===== src/rtl/icache_refill_ctrl_pkg.sv =====
// Shared types and constants for the ICache refill path.
package icache_pkg;

  localparam int LINE_BEATS = 4;  // 32-bit beats per 128-bit cached line
  localparam int UNC_BEATS  = 2;  // 32-bit beats per 64-bit uncached fetch packet
  localparam int LINE_OFF_W = 4;
  localparam int WORD_OFF_W = 2;

  typedef enum logic [2:0] {
    ST_IDLE,
    ST_AR,
    ST_R,
    ST_DRAIN,
    ST_DONE
  } refill_state_e;

endpackage


===== src/rtl/icache_refill_ctrl_if.sv =====
// Miss-request, flush, AXI read-channel and return-buffer signals of the refill controller.
interface icache_refill_ctrl_if #(
  parameter int ADDR_W = 32
);

  logic              req_valid;
  logic              req_uncache;
  logic [ADDR_W-1:0] req_paddr;
  logic              req_ready;
  logic              flush;
  logic              i_arvalid;
  logic              i_arready;
  logic [ADDR_W-1:0] i_araddr;
  logic [7:0]        i_arlen;
  logic              i_rvalid;
  logic              i_rlast;
  logic              i_rready;
  logic              rb_shift;
  logic              uncache_pipe;
  logic              refill_we;
  logic              refill_done;
  logic              beat_err;

  // The refill controller itself.
  modport slave (
    input  req_valid, req_uncache, req_paddr, flush, i_arready, i_rvalid, i_rlast,
    output req_ready, i_arvalid, i_araddr, i_arlen, i_rready, rb_shift,
           uncache_pipe, refill_we, refill_done, beat_err
  );

  // Miss stage plus AXI read slave surrounding the controller.
  modport master (
    output req_valid, req_uncache, req_paddr, flush, i_arready, i_rvalid, i_rlast,
    input  req_ready, i_arvalid, i_araddr, i_arlen, i_rready, rb_shift,
           uncache_pipe, refill_we, refill_done, beat_err
  );

endinterface


===== src/rtl/icache_refill_ctrl.sv =====
// ICache refill sequencer: one AXI read burst per miss, beat counting, refill/done pulses.
module icache_refill_ctrl #(
  parameter int ADDR_W     = 32,
  parameter int LINE_BEATS = icache_pkg::LINE_BEATS,
  parameter int UNC_BEATS  = icache_pkg::UNC_BEATS
) (
  input logic                 clk,
  input logic                 rst,
  icache_refill_ctrl_if.slave bus
);

  import icache_pkg::*;

  localparam logic [ADDR_W-1:0] LINE_MASK = ~ADDR_W'((1 << LINE_OFF_W) - 1);
  localparam logic [ADDR_W-1:0] WORD_MASK = ~ADDR_W'((1 << WORD_OFF_W) - 1);

  refill_state_e     state_q;
  logic              arvalid_q;
  logic              rready_q;
  logic              unc_q;
  logic              done_q;
  logic              err_q;
  logic              flush_pend_q;
  logic [1:0]        cnt_q;
  logic [ADDR_W-1:0] araddr_q;
  logic [ADDR_W-1:0] araddr_d;
  logic [7:0]        arlen_q;
  logic [7:0]        arlen_d;
  logic              beat;

  always_comb begin
    araddr_d = bus.req_paddr & (bus.req_uncache ? WORD_MASK : LINE_MASK);
    arlen_d  = bus.req_uncache ? 8'(UNC_BEATS - 1) : 8'(LINE_BEATS - 1);
  end

  assign beat = bus.i_rvalid & rready_q;

  always_ff @(posedge clk or posedge rst) begin
    if (rst) begin
      state_q      <= ST_IDLE;
      arvalid_q    <= 1'b0;
      rready_q     <= 1'b0;
      unc_q        <= 1'b0;
      done_q       <= 1'b0;
      err_q        <= 1'b0;
      flush_pend_q <= 1'b0;
      cnt_q        <= 2'd0;
      araddr_q     <= '0;
      arlen_q      <= '0;
    end else begin
      done_q <= 1'b0;
      case (state_q)
        ST_IDLE: begin
          if (bus.req_valid && !bus.flush) begin
            araddr_q     <= araddr_d;
            arlen_q      <= arlen_d;
            unc_q        <= bus.req_uncache;
            cnt_q        <= 2'd0;
            flush_pend_q <= 1'b0;
            arvalid_q    <= 1'b1;
            state_q      <= ST_AR;
          end
        end
        ST_AR: begin
          // The address must go out even if the miss is flushed; the burst is then drained.
          if (bus.flush) flush_pend_q <= 1'b1;
          if (bus.i_arready) begin
            arvalid_q <= 1'b0;
            rready_q  <= 1'b1;
            state_q   <= (flush_pend_q || bus.flush) ? ST_DRAIN : ST_R;
          end
        end
        ST_R: begin
          if (beat) cnt_q <= cnt_q + 2'd1;
          if (beat && bus.i_rlast) begin
            if (cnt_q != arlen_q[1:0]) err_q <= 1'b1;
            rready_q <= 1'b0;
            if (bus.flush) begin
              state_q <= ST_IDLE;
            end else begin
              state_q <= ST_DONE;
              done_q  <= 1'b1;
            end
          end else if (bus.flush) begin
            state_q <= ST_DRAIN;
          end
        end
        ST_DRAIN: begin
          if (beat && bus.i_rlast) begin
            rready_q <= 1'b0;
            state_q  <= ST_IDLE;
          end
        end
        ST_DONE: state_q <= ST_IDLE;
        default: state_q <= ST_IDLE;
      endcase
    end
  end

  assign bus.req_ready    = (state_q == ST_IDLE);
  assign bus.i_arvalid    = arvalid_q;
  assign bus.i_araddr     = araddr_q;
  assign bus.i_arlen      = arlen_q;
  assign bus.i_rready     = rready_q;
  assign bus.rb_shift     = beat;
  assign bus.uncache_pipe = unc_q;
  assign bus.beat_err     = err_q;
  // A flush landing on the completion cycle cancels the writeback and the done indication.
  assign bus.refill_done  = done_q & ~bus.flush;
  assign bus.refill_we    = done_q & ~unc_q & ~bus.flush;

endmodule


===== src/flat_wrapper.sv =====
// flat-port wrapper written by rule: the top's interface ports become plain ports
module icache_refill_ctrl_flat import icache_pkg::*;
#(
  parameter int ADDR_W     = 32,
  parameter int LINE_BEATS = icache_pkg::LINE_BEATS,
  parameter int UNC_BEATS  = icache_pkg::UNC_BEATS
)
  (clk, rst, bus_req_valid, bus_req_uncache, bus_req_paddr, bus_flush, bus_i_arready, bus_i_rvalid, bus_i_rlast, bus_req_ready, bus_i_arvalid, bus_i_araddr, bus_i_arlen, bus_i_rready, bus_rb_shift, bus_uncache_pipe, bus_refill_we, bus_refill_done, bus_beat_err);
  icache_refill_ctrl_if #(.ADDR_W(ADDR_W)) bus_i ();
  input logic clk;
  input logic rst;
  input wire logic [$bits(bus_i.req_valid)-1:0] bus_req_valid;
  input wire logic [$bits(bus_i.req_uncache)-1:0] bus_req_uncache;
  input wire logic [$bits(bus_i.req_paddr)-1:0] bus_req_paddr;
  input wire logic [$bits(bus_i.flush)-1:0] bus_flush;
  input wire logic [$bits(bus_i.i_arready)-1:0] bus_i_arready;
  input wire logic [$bits(bus_i.i_rvalid)-1:0] bus_i_rvalid;
  input wire logic [$bits(bus_i.i_rlast)-1:0] bus_i_rlast;
  output wire logic [$bits(bus_i.req_ready)-1:0] bus_req_ready;
  output wire logic [$bits(bus_i.i_arvalid)-1:0] bus_i_arvalid;
  output wire logic [$bits(bus_i.i_araddr)-1:0] bus_i_araddr;
  output wire logic [$bits(bus_i.i_arlen)-1:0] bus_i_arlen;
  output wire logic [$bits(bus_i.i_rready)-1:0] bus_i_rready;
  output wire logic [$bits(bus_i.rb_shift)-1:0] bus_rb_shift;
  output wire logic [$bits(bus_i.uncache_pipe)-1:0] bus_uncache_pipe;
  output wire logic [$bits(bus_i.refill_we)-1:0] bus_refill_we;
  output wire logic [$bits(bus_i.refill_done)-1:0] bus_refill_done;
  output wire logic [$bits(bus_i.beat_err)-1:0] bus_beat_err;
  assign bus_i.req_valid = bus_req_valid;
  assign bus_i.req_uncache = bus_req_uncache;
  assign bus_i.req_paddr = bus_req_paddr;
  assign bus_i.flush = bus_flush;
  assign bus_i.i_arready = bus_i_arready;
  assign bus_i.i_rvalid = bus_i_rvalid;
  assign bus_i.i_rlast = bus_i_rlast;
  assign bus_req_ready = bus_i.req_ready;
  assign bus_i_arvalid = bus_i.i_arvalid;
  assign bus_i_araddr = bus_i.i_araddr;
  assign bus_i_arlen = bus_i.i_arlen;
  assign bus_i_rready = bus_i.i_rready;
  assign bus_rb_shift = bus_i.rb_shift;
  assign bus_uncache_pipe = bus_i.uncache_pipe;
  assign bus_refill_we = bus_i.refill_we;
  assign bus_refill_done = bus_i.refill_done;
  assign bus_beat_err = bus_i.beat_err;
  icache_refill_ctrl #(.ADDR_W(ADDR_W), .LINE_BEATS(LINE_BEATS), .UNC_BEATS(UNC_BEATS)) u_core (.clk(clk), .rst(rst), .bus(bus_i));
endmodule

===== config.mk =====
export PLATFORM = sky130hd
export DESIGN_NAME = icache_refill_ctrl_flat
export DESIGN_NICKNAME = d
export VERILOG_FILES = /design/src/rtl/icache_refill_ctrl_pkg.sv /design/src/rtl/icache_refill_ctrl_if.sv /design/src/rtl/icache_refill_ctrl.sv /design/src/flat_wrapper.sv
export SDC_FILE = /design/constraint.sdc
export NUM_CORES = 1
export LEC_CHECK = 0
export CORE_MARGIN = 2
export CORE_UTILIZATION = 45
export CTS_CLUSTER_SIZE = 12
export DETAILED_ROUTE_END_ITERATION = 10
export PLACE_DENSITY = 0.86
export SETUP_SLACK_MARGIN = 0.1
export SLEW_MARGIN = 20
export SYNTH_ARGS = -nofsm -noshare
export SYNTH_HDL_FRONTEND = slang
export SYNTH_SLANG_ARGS = --single-unit

===== constraint.sdc =====
create_clock -name clk -period 5.6 [get_ports clk]
set_clock_uncertainty 0.2 [all_clocks]
set_input_delay 1.68 -clock clk [delete_from_list [all_inputs] [get_ports clk]]
set_output_delay 1.68 -clock clk [all_outputs]
set_load 0.02 [all_outputs]

* Yosys cells after proc, flatten, opt, wreduce, memory -nomap -nowiden
Cells that the tools add are included.
** Operators by class
- Bitwise operators :: 7
- Reductions and logical operators :: 16
- Add/sub/neg operators :: 1
- Equality and inequality tests :: 11
- Multiplexer cells :: 25
** Operator list (number)
- 32-bit AND :: 1
- 3-bit two-way mux :: 6
- 3-bit AND reduction :: 5
- 3-bit one-hot mux with 4 select lines :: 1
- 1-bit two-way mux :: 10
- 2-bit by 1-bit != test with 1-bit output, second input constant :: 4
- 3-bit by 2-bit equality test with 1-bit output, second input constant :: 2
- 2-bit two-way mux :: 3
- 1-bit one-hot mux with 2 select lines :: 3
- 2-bit nonzero test :: 3
- 1-bit AND :: 4
- 4-bit two-way mux :: 1
- 2-bit != test, second input constant :: 2
- 2-bit one-hot mux with 2 select lines :: 1
- 4-bit AND reduction :: 1
- 3-bit by 1-bit equality test with 1-bit output, second input constant :: 1
- 3-bit logical NOT :: 1
- 3-bit by 2-bit != test with 1-bit output, second input constant :: 1
- 2-bit by 1-bit adder with 2-bit output, second input constant :: 1
- 1-bit logical AND :: 2
- 2-bit != test :: 1
- 1-bit NOT :: 2
- 2-bit AND reduction :: 1
- 2-bit OR reduction :: 1
- 2 further kinds :: 2
** Word-level totals
- Output and inout bits :: 48
- Input bits :: 40
- Word-level logic and storage cells :: 70
- Register bits after elaboration :: 51

* Longest topological paths before layout
- Depth in word-level cells :: 4
- Gate-level depth with buffers :: 7
- Depth with buffers taken out :: 4

* Least setup slack after synthesis
Ideal clock, no wire load.
- Kind :: input-to-output
- Start :: in bus_flush
- End :: out bus_refill_we
- Arrival :: 2.409 ns
- Stages :: 2
- Slack :: 1.311 ns
- Required time :: 3.720 ns
- Path buffers :: 0
- Path through :: nor2b_1 -> nor2b_1
** Between the ends
- Longest elaborated chain between the ends :: 2
** Ends and longest elaborated chain
- from (decl) :: RTL line flat_wrapper.sv:15 : input wire logic [$bits(bus_i.flush)-1:0] bus_flush;
- 1-bit NOT :: RTL line icache_refill_ctrl.sv:110 : assign bus.refill_we = done_q & ~unc_q & ~bus.flush;
- 1-bit AND :: RTL line icache_refill_ctrl.sv:110
- to (decl) :: RTL line flat_wrapper.sv:26 : output wire logic [$bits(bus_i.refill_we)-1:0] bus_refill_we;
No other way between the ends.

* Worst setup path after layout
Same ends and word-level chain as after synthesis.

==> metrics.cfg <==
[routing]
wirelength_um = 4072
wl_per_cell_um = 15.14
drtIter0Drc = 36
antenna_left = 0
vias = 1337
vias_per_cell = 4.970
route.detailed.drc = 0
first_pass_iters = 4

[floorplanning]
initial_core_util = 0.4786
fp-row-count = 23
io_pins = 88
dieHeight_um = 69.92
die-area_mm2 = 0.004889
core_region_area_mm2 = 0.004086
die_w_um = 69.92

[sta]
fin_crit_ns = 5.028
maxSlewHeadroom = 0.6209
tns_ns = 0
rsz0062_at_grt = no
setup_viol = 0
hold_viol_final = 0
slew_violations = 0
fin_crit_sh = 0.8978
worst_pin_slew_ns = 0.5687
hold_ws_ns = 0.2852
fin_ws_ns = 0.5723
fmax_mhz = 198.9

[logic_synthesis]
synthArstFlopShare = 1.000
synth-compound-area-share = 0.06270
synth.avg_cell_area_um2 = 14.07
yosysWarnings = 0
netlist_top_cells_count = 43 x dfrtp_1, 25 x mux2_4, 8 x buf_4, 7 x nand2_1, 6 x o21ai_0
synth_top_area_share = 0.5502
synthCells = 139
ys_seq_area_frac = 0.5502
synthAdderAreaFrac = 0
post_synth_main_area_contributors = dfrtp_1 55%, mux2_4 19%, buf_4 3.1%
synth_top_family_by_area = multiplexers
yosysTopAreaCell = dfrtp_1
synth-simple-area-share = 0.06782
synth_edf_count = 0
synthFlopType = dfrtp_1
yosysMostFrequentCell = dfrtp_1
synth_xor_xnor_area_share = 0.008957
ys_types = 32
synth_area_mm2 = 0.001956
synthMuxAreaShare = 0.2252
synth-seq-cells = 43

[final_layout]
final_layout_size_suffix_gt1_frac = 0.1963
final.fill_count = 320
flow.area_growth_from_synthesis_pct = 42.16
final_util = 0.6803
regArea_mm2 = 0.001076
nets = 258
multi_input_area_um2 = 743.2
antenna_cells = 0

[setup_path]
crit_fanout = 6
path_cells = clkdlybuf4s50_1 > nor2b_1 > nor2b_1 > clkdlybuf4s50_1
crit_buf_inv = 2
critical-path-top-delay-family = buffers and inverters
crit_slowest_cell = clkdlybuf4s50_1
worstPathArrival_ns = 3.15
critical_path_required_ns = 3.72
max_stage_delay_ns = 0.61
cp-start-kind = input pin
path_class = in -> out
end_kind = output pin

[placed_design]
pre_cts_ws_ns = 0.5705
gp_congestion = 0.8425
numPortBuffers = 77
place_hpwl_um = 3063

[power]
total_power_mw = 0.8722
powerDensity_mw_per_mm2 = 313.7
irDropWorstVdd_mv = 0.1671
power_leakage_nw = 1.339

[job]
drv_cap = 0

[global_route]
grt_overflow = 0
grt_max_degree = 44
antenna_found_initial = 0
grt_pass1_wl_um = 6824
grt_pass1_vias = 1384
grt_usage = 0.1773

[clock_tree]
htree_num_levels = 2
cts_tree = built
cts_inserted_buffers = 5
cts_hold_buf = 0
cts_root_buffer = clkbuf_8
cts.sinks = 43
clk_pin_slew_ns = 0.08
clk_latency_ns = 0.29
cts_setup_buffers = 0
cts_max_path_buffers = 2
cts.repair.resized = 0

[outcome]
outcome = finished, final reports clean

[min_path]
hold_class = reg -> reg

cells in the final DEF (no fill, tap or decap):
| cell type | count |
|---|---|
| a21o_1 | 1 |
| a21oi_1 | 4 |
| a221oi_1 | 1 |
| a2bb2oi_1 | 1 |
| a31o_2 | 1 |
| and3_1 | 1 |
| buf_4 | 2 |
| clkbuf_8 | 5 |
| clkdlybuf4s50_1 | 77 |
| clkinv_1 | 1 |
| clkinv_2 | 2 |
| clkinvlp_4 | 2 |
| conb_1 | 8 |
| dfrtp_1 | 43 |
| inv_1 | 4 |
| mux2_2 | 4 |
| mux2_4 | 25 |
| mux2i_1 | 2 |
| nand2_1 | 7 |
| nand2b_1 | 3 |
| nand2b_2 | 1 |
| nor2_1 | 4 |
| nor2b_1 | 2 |
| nor3b_1 | 2 |
| o21ai_0 | 6 |
| o221ai_1 | 1 |
| o22ai_1 | 1 |
| o311ai_1 | 1 |
| o31ai_1 | 2 |
| or3_4 | 1 |
| or3b_1 | 1 |
| or4b_1 | 1 |
| xnor2_1 | 2 |
cell type report:
cell class / count / area share
multi-input cells: 83 / 0.2673
clock buffers: 5 / 0.02475
inverters: 6 / 0.008551
repair buffers: 79 / 0.2826
flip-flops and latches: 43 / 0.3870
clock inverters: 3 / 0.007201
well taps: 50 / 0.02250
metal layers:
metal,track usage,vias up,share of wire
li1,-,619,-
met1,0.2278,662,0.42
met2,0.3005,50,0.50
met3,0.03896,6,0.062
met4,0.05342,0,0.013
met5,0,-,0
path summary, 6_finish.rpt:
path	cells after the start	slack, ns	end	from
worst max-delay path	4	0.57	bus_refill_we	bus_flush
worst max register to register	5	3.27	u_core.bus.i_araddr[12]$_DFFE_PP0P_	u_core.state_q[1]$_DFFE_PP0P_
max in group asynchronous	3	3.22	u_core.bus.i_araddr[9]$_DFFE_PP0P_	rst
min in group asynchronous	3	1.63	u_core.bus.i_araddr[28]$_DFFE_PP0P_	rst
worst min register to register	1	0.29	u_core.bus.beat_err$_DFFE_PP0P_	u_core.bus.beat_err$_DFFE_PP0P_
worst min-delay path	1	0.29	u_core.bus.beat_err$_DFFE_PP0P_	u_core.bus.beat_err$_DFFE_PP0P_
metrics by stage:
step | cells | cell area, um2
finish | 269 | 2780
global route | 269 | 2780
CTS | 269 | 2780
detailed placement | 261 | 2691
global placement | 261 | 2691
floorplan | 146 | 1982
worst register-to-register path, cell delays in order, from the launching register on:
cell and delay (ns):
dfrtp_1 0.47, or3_4 0.43, clkinv_2 0.08, nand2b_2 0.32
buf_4 0.38, mux2_4 0.33
state kept, by name, indices dropped and copies added, names as in the netlist:
signal,flops
u_core.bus.i_arvalid,1
u_core.bus.i_arlen,2
u_core.bus.i_araddr,30
u_core.bus.i_rready,1
u_core.bus.uncache_pipe,1
u_core.bus.beat_err,1
u_core.cnt_q,2
u_core.flush_pend_q,1
u_core.done_q,1
u_core.state_q,3
cell families (layout without fill, tap and decap cells):
family	after synthesis	in the layout
xor+xnor	2	2
mux	31	31
buf+inv	20	93
simple gates	23	23
other cells	1	8
flops	43	43
compound gates	19	19
power breakdown:
group	switching, mW	internal (mW)	leakage, nW
clock network	0.106	0.0868	0.0402
logic	0.117	0.160	0.741
registers	0.0386	0.364	0.557
Power figures use the tool's default switching activity.
